<file path="config.mk">
export PLATFORM = sky130hd
export DESIGN_NAME = data_mem_arbiter
export DESIGN_NICKNAME = d
export VERILOG_FILES = /design/src/rtl/data_mem_arb_pkg.sv /design/src/rtl/rr_arb2.sv /design/src/rtl/data_mem_arbiter.sv
export SDC_FILE = /design/constraint.sdc
export NUM_CORES = 1
export LEC_CHECK = 0
export ABC_AREA = 1
export CAP_MARGIN = 30
export CORE_ASPECT_RATIO = 0.9
export CORE_MARGIN = 1.5
export CORE_UTILIZATION = 24
export DETAILED_ROUTE_END_ITERATION = 12
export PLACE_DENSITY = 0.64
export SYNTH_ARGS = -nofsm -noshare
export SYNTH_HDL_FRONTEND = slang
export SYNTH_SLANG_ARGS = --single-unit
</file>
<file path="constraint.sdc">
create_clock -name clk -period 1.3 [get_ports clk]
set_input_delay 0.39 -clock clk [delete_from_list [all_inputs] [get_ports clk]]
set_output_delay 0.39 -clock clk [all_outputs]
set_load 0.01 [all_outputs]
</file>
<file path="src/rtl/data_mem_arb_pkg.sv">
// Shared types and defaults for the two-port data memory arbiter.
package data_mem_arb_pkg;

  localparam int DATA_W_DEF = 32;
  localparam int ADDR_W_DEF = 32;

  typedef enum logic [1:0] {
    IDLE   = 2'd0,
    ACCESS = 2'd1,
    RESP   = 2'd2
  } state_t;

  // Index of a requesting port: 0 = CPU, 1 = DMA.
  typedef logic port_idx_t;

  localparam port_idx_t PORT0 = 1'b0;
  localparam port_idx_t PORT1 = 1'b1;

endpackage

</file>
<file path="src/rtl/rr_arb2.sv">
// Two-way round-robin selector: a lone requester wins, a tie goes to the
// port that was not served last.
module rr_arb2
  import data_mem_arb_pkg::*;
(
  input  logic [1:0] req,
  input  port_idx_t  last,
  output logic [1:0] gnt,
  output port_idx_t  winner
);

  // Pick the winner and expand it to a one-hot grant.
  always_comb begin
    winner = PORT0;
    gnt    = 2'b00;
    unique case (req)
      2'b01:   winner = PORT0;
      2'b10:   winner = PORT1;
      2'b11:   winner = ~last;
      default: winner = PORT0;
    endcase
    if (|req) gnt = 2'b01 << winner;
  end

endmodule

</file>
<file path="src/rtl/data_mem_arbiter.sv">
// Arbitrates CPU (port 0) and DMA (port 1) accesses onto a single data
// memory. Each access walks IDLE -> ACCESS -> RESP; misaligned addresses
// never reach memory and are flagged with err alongside the ack.
module data_mem_arbiter
  import data_mem_arb_pkg::*;
#(
  parameter int DATA_W = DATA_W_DEF,
  parameter int ADDR_W = ADDR_W_DEF
) (
  input  logic              clk,
  input  logic              rst,
  input  logic              req0,
  input  logic              req1,
  input  logic              we0,
  input  logic              we1,
  input  logic [ADDR_W-1:0] addr0,
  input  logic [ADDR_W-1:0] addr1,
  input  logic [DATA_W-1:0] wdata0,
  input  logic [DATA_W-1:0] wdata1,
  output logic              ack0,
  output logic              ack1,
  output logic [DATA_W-1:0] rdata0,
  output logic [DATA_W-1:0] rdata1,
  output logic              err0,
  output logic              err1,
  output logic [ADDR_W-1:0] mem_addr,
  output logic [DATA_W-1:0] mem_din,
  output logic              mem_read,
  output logic              mem_write,
  input  logic [DATA_W-1:0] mem_dout
);

  state_t            state_q,  state_d;
  port_idx_t         last_q,   last_d;
  port_idx_t         win_q,    win_d;
  logic              we_q,     we_d;
  logic [ADDR_W-1:0] addr_q,   addr_d;
  logic [DATA_W-1:0] wdata_q,  wdata_d;
  logic [DATA_W-1:0] rdata0_q, rdata0_d;
  logic [DATA_W-1:0] rdata1_q, rdata1_d;

  logic [1:0] gnt;
  port_idx_t  winner;
  logic       misaligned;

  assign misaligned = |addr_q[1:0];

  rr_arb2 u_rr_arb2 (
    .req    ({req1, req0}),
    .last   (last_q),
    .gnt    (gnt),
    .winner (winner)
  );

  // Next-state logic: grant and latch in IDLE, capture read data leaving ACCESS.
  always_comb begin
    // NOTE: every variable gets its hold value first so no path can infer a latch.
    state_d  = state_q;
    last_d   = last_q;
    win_d    = win_q;
    we_d     = we_q;
    addr_d   = addr_q;
    wdata_d  = wdata_q;
    rdata0_d = rdata0_q;
    rdata1_d = rdata1_q;
    unique case (state_q)
      IDLE: begin
        if (|gnt) begin
          state_d = ACCESS;
          win_d   = winner;
          last_d  = winner;
          we_d    = gnt[1] ? we1    : we0;
          addr_d  = gnt[1] ? addr1  : addr0;
          wdata_d = gnt[1] ? wdata1 : wdata0;
        end
      end
      ACCESS: begin
        state_d = RESP;
        if (!we_q && !misaligned) begin
          if (win_q == PORT1) rdata1_d = mem_dout;
          else                rdata0_d = mem_dout;
        end
      end
      RESP:    state_d = IDLE;
      default: state_d = IDLE;
    endcase
  end

  // Memory strobes and response flags, decoded from the current state only.
  always_comb begin
    mem_addr  = '0;
    mem_din   = '0;
    mem_read  = 1'b0;
    mem_write = 1'b0;
    if (state_q == ACCESS) begin
      mem_addr  = addr_q;
      mem_din   = wdata_q;
      mem_write = we_q && !misaligned;
      mem_read  = !we_q && !misaligned;
    end
    ack0 = (state_q == RESP) && (win_q == PORT0);
    ack1 = (state_q == RESP) && (win_q == PORT1);
    err0 = ack0 && misaligned;
    err1 = ack1 && misaligned;
  end

  assign rdata0 = rdata0_q;
  assign rdata1 = rdata1_q;

  // State and datapath registers with synchronous reset.
  always_ff @(posedge clk) begin
    // NOTE: non-blocking assignments so every register samples pre-edge values.
    if (rst) begin
      state_q  <= IDLE;
      last_q   <= PORT1;
      win_q    <= PORT0;
      we_q     <= 1'b0;
      addr_q   <= '0;
      wdata_q  <= '0;
      rdata0_q <= '0;
      rdata1_q <= '0;
    end else begin
      state_q  <= state_d;
      last_q   <= last_d;
      win_q    <= win_d;
      we_q     <= we_d;
      addr_q   <= addr_d;
      wdata_q  <= wdata_d;
      rdata0_q <= rdata0_d;
      rdata1_q <= rdata1_d;
    end
  end

endmodule

</file>
# Word level (Yosys, flattened, before mapping)
# Cells that the tools add are included.
[classes]
eq_ne = 5
shifts = 1
n_mux = 11
n_bitwise = 2
reduce_logical = 15
[op_table]
columns = ["cell", "count"]
rows = [
  ["two-way mux 32 bit", 4],
  ["== test 2 bit, second input constant", 3],
  ["logical AND 1 bit", 6],
  ["AND reduction 3 bit", 2],
  ["OR reduction 2 bit", 3],
  ["two-way mux 2 bit", 2],
  ["case mux 2 bit (2 select lines)", 1],
  ["two-way mux 1 bit", 3],
  ["== test 2 x 1 -> 1 bit, second input constant", 1],
  ["zero test 1 bit", 2],
  ["zero test 2 bit", 1],
  ["!= test 2 bit, second input constant", 1],
  ["NOT 1 bit", 2],
  ["case mux 1 bit (2 select lines)", 1],
  ["AND reduction 2 bit", 1],
  ["<< shifter 1 x 1 -> 2 bit, first input constant", 1],
]
[word_totals]
register_bits = 133
in_bits = 166
output_inout_bits = 134
elab_cells = 42

# Logic depth before layout (Yosys ltp)
[logic_depth]
ltp_word = 7
ltp_mapped = 8
depth_no_buf = 6

# By module
# Synthesis repeated with hierarchy kept, for this count alone.
[hier_totals]
hier_cells = 1065
area_unflattened_um2 = 6490.0
[by_module_without_submodules]
columns = ["mod", "n_inst", "cells_each", "area_each_um2", "seq_area_each_um2"]
rows = [
  ["data_mem_arbiter", 1, 1059, 6465.0, 2662.6],
  ["rr_arb2", 1, 6, 25.0, 0.0],
]

# Least setup slack after synthesis
# Ideal clock, no wire load.
[synth_path]
path_type = "register to output"
start = "reg state_q[0]"
end = "out mem_addr[10]"
t_arrival_ps = 1114
required_time_ps = 910
setup_slack_ps = -204
stages_incl_launch_ff = 7
path_cell_list = "dfxtp_1 -> inv_2 -> nor2_8 -> inv_2 -> buf_2 -> buf_2 -> nor2_1"
[synth_between]
elab_chain_len = 2
[synth_rtl]
columns = ["element", "line_no", "source"]
rows = [
  ["start: declaration", "data_mem_arbiter.sv:33", "state_t state_q, state_d;"],
  ["start signal: assignment", "data_mem_arbiter.sv:123", "state_q <= state_d;"],
  ["== test 2 x 1 -> 1 bit", "data_mem_arbiter.sv:95", "if (state_q == ACCESS) begin"],
  ["two-way mux 32 bit", "data_mem_arbiter.sv:95", ""],
  ["end: declaration", "data_mem_arbiter.sv:26", "output logic [ADDR_W-1:0] mem_addr,"],
]
# Every way passes these cells.

# Worst setup path after layout
[layout_path]
start = "reg state_q[1]"
end = "out mem_write"
[layout_between]
elab_chain_len = 2
[layout_rtl]
columns = ["element", "line_no", "source"]
rows = [
  ["== test 2 x 1 -> 1 bit", "data_mem_arbiter.sv:95", ""],
  ["two-way mux 1 bit", "data_mem_arbiter.sv:95", ""],
  ["end: declaration", "data_mem_arbiter.sv:29", "output logic mem_write,"],
]
# Every way passes these cells.

==> flow_summary.json <==
{
  "synth-seq-cells": 133,
  "hold_slack_ns": 0.489,
  "wl_mm": 25.8,
  "max_freq_mhz": 547,
  "portBuffers": 299,
  "grt_pass1_vias": 7494,
  "critPathSlowestCell": "dfxtp_4",
  "worst_pin_slew_ns": 0.320,
  "power_mw": 13.5,
  "crit_required_ns": 0.91,
  "synth_top_area_share_pct": 39.7,
  "vias": 7741,
  "initial_core_util_pct": 24.6,
  "yosys.area.top_type": "dfxtp_1",
  "ctsLongestPathBuffers": 2,
  "rows": 57,
  "synth-seq-area-share_pct": 39.7,
  "wire_per_inst_um": 13.8,
  "rsz0062_at_grt": "true",
  "cp.arrival_ns": 1.44,
  "ir_drop_uv": 803,
  "grt_pass1_wl_mm": 39.4,
  "final_cell_mix": "nor2_1 (284), nand2_1 (222), inv_1 (195)",
  "synth_cell_types": 21,
  "crit_type": "register to primary output",
  "viasPerCell": 4.13,
  "grt-ovfl-total": 0,
  "grt_max_degree": 36,
  "dpl.cell_count": 1773,
  "skew_ns": 0.0108,
  "cts_hold_buffers": 0,
  "worstPathCellList": "nor2_8 -> inv_8 -> buf_4 -> nor3_4 -> buf_6",
  "cts_max_level": 4,
  "root_buffer": "clkbuf_16",
  "dpl.hpwl_mm": 16.3,
  "drt_pass1_iterations": 4,
  "cp_slowest_stage_delay_ns": 0.37,
  "ant_nets": 0,
  "period_needed_ns": 1.83,
  "violations": "negative setup slack",
  "worst_slack_ns": -0.530,
  "insertedDiodeCount": 0,
  "synthArstFlopShare_pct": 0,
  "layout_commonest_cell": "nor2_1",
  "tns_ns": -72.17,
  "synth_flop_cell": "dfxtp_1",
  "worst-path-max-fanout": 10,
  "numClockSinks": 133,
  "stdcell_count": 1873,
  "grt_antenna_before_repair": 1,
  "dieWidth_um": 179,
  "cts_tree": "yes",
  "hold_viol_final": 0,
  "io_pins": 300,
  "leakage_nw": 6.26,
  "dieArea_um2": 28900,
  "synth_edf_count": 0,
  "start_kind": "register",
  "place_area_um2": 10600,
  "gp_congestion": 0.839,
  "p_per_area_nw_per_um2": 1040,
  "core-area_um2": 27200,
  "netlist_instances": 1126,
  "grt_use_total_pct": 17.5,
  "status": "complete, but fails checks",
  "die_h_um": 162,
  "finalSetupViolCount": 202,
  "syn_nets": 1292,
  "final_area_um2": 13000,
  "fin_crit_sh_pct": 141,
  "synthTopCellsByArea": "dfxtp_1 (40%), nor2_1 (22%), nand2_1 (15%)",
  "slew_violations": 0,
  "synth.avg_cell_area_um2": 5.95,
  "clkLatencyLatePin_ns": 0.42,
  "syn-cell-area_um2": 6700,
  "drv_cap": 0,
  "yosys_warnings": 0,
  "hold_path.class": "register to register",
  "cts_buffers": 17,
  "drt_drc_violations_left": 0,
  "end_kind": "primary output",
  "maxSlewHeadroom_pct": 78.6,
  "layout-drive-gt1-share_pct": 36.8,
  "area_growth_pct": 93.7,
  "finalNetCount": 1672,
  "cts.reportedPaths.clkPinSlew_ns": 0.06,
  "drt_iter0_drc": 302
}
==> layout make-up <==
type | instances | area (um2)
Clock buffer | 19 | 443
Timing Repair Buffer | 422 | 4570
Tap cell | 354 | 443
Multi-Input combinational cell | 731 | 3900
Sequential cell | 133 | 2740
Fill cell | 2619 | 14300
Clock inverter | 13 | 100
Inverter | 201 | 785
==> stage by stage <==
step           setup slack, ns  util, %
2_1_floorplan          -0.0696        -
3_3_place_gp            -0.686     39.0
3_5_place_dp            -0.730     39.0
4_1_cts                 -0.628     45.4
5_1_grt                 -0.636     47.6
6_report                -0.530     47.6
==> sequential cells by signal (all words and copies together), names as in the netlist <==
name / count
addr_q: 32
we_q: 1
last_q: 1
win_q: 1
rdata0: 32
state_q: 2
rdata1: 32
wdata_q: 32
==> critical path, delay by kind of cell, from the launching register on <==
family	cells	cell delay, ns
and+or+nand+nor	2	0.28
buffers and inverters	3	0.38
DFF	1	0.37
==> where the power goes <==
part,internal [mW],switching (mW)
clock network,2.52,2.06
registers,4.46,0.241
logic,2.20,2.00
total,9.18,4.31
==> final timing paths <==
| check | depth (start not counted) | slack (ns) | startpoint | end |
|---|---|---|---|---|
| max | 5 | -0.53 | state_q[1] | mem_write |
| min | 2 | 0.49 | addr_q[2] | addr_q[2] |
| max reg2reg | 12 | -0.44 | state_q[1] | rdata1[14] |
| min reg2reg | 2 | 0.49 | addr_q[2] | addr_q[2] |
==> cells by family after synthesis <==
logic type | after synthesis | synth area share (%)
AOI/OAI and AO/OA | 67 | 5.10
buffers and inverters | 262 | 16.8
and+or+nand+nor | 664 | 38.4
DFF | 133 | 39.7
==> repair_timing <==
item,4_1_cts,5_1_grt
pin swaps,52,108
endpoints found under the hold margin,0,0
setup buffers,39,18
gates resized for setup,791,247
setup endpoints to repair,235,244
cloned,26,1
==> synthesized netlist by cell type (2+ instances only) <==
cell / n
inv_2: 3
clkbuf_1: 23
nand4_4: 2
o21ai_0: 55
buf_2: 21
nor2_1: 390
o21ai_1: 10
inv_1: 198
buf_6: 15
dfxtp_1: 133
nor3_1: 4
nor2_4: 2
nand2_1: 261
nor4_1: 2
==> layer usage <==
| layer | track usage (%) | up-vias | wire length (um) |
|---|---|---|---|
| met5 | 0 | - | 13 |
| met4 | 3.12 | 2 | 301 |
| met3 | 5.72 | 22 | 2090 |
| met2 | 29.9 | 227 | 12400 |
| met1 | 21.5 | 3490 | 11100 |
| li1 | - | 4000 | - |
Power figures use the tool's default switching activity.
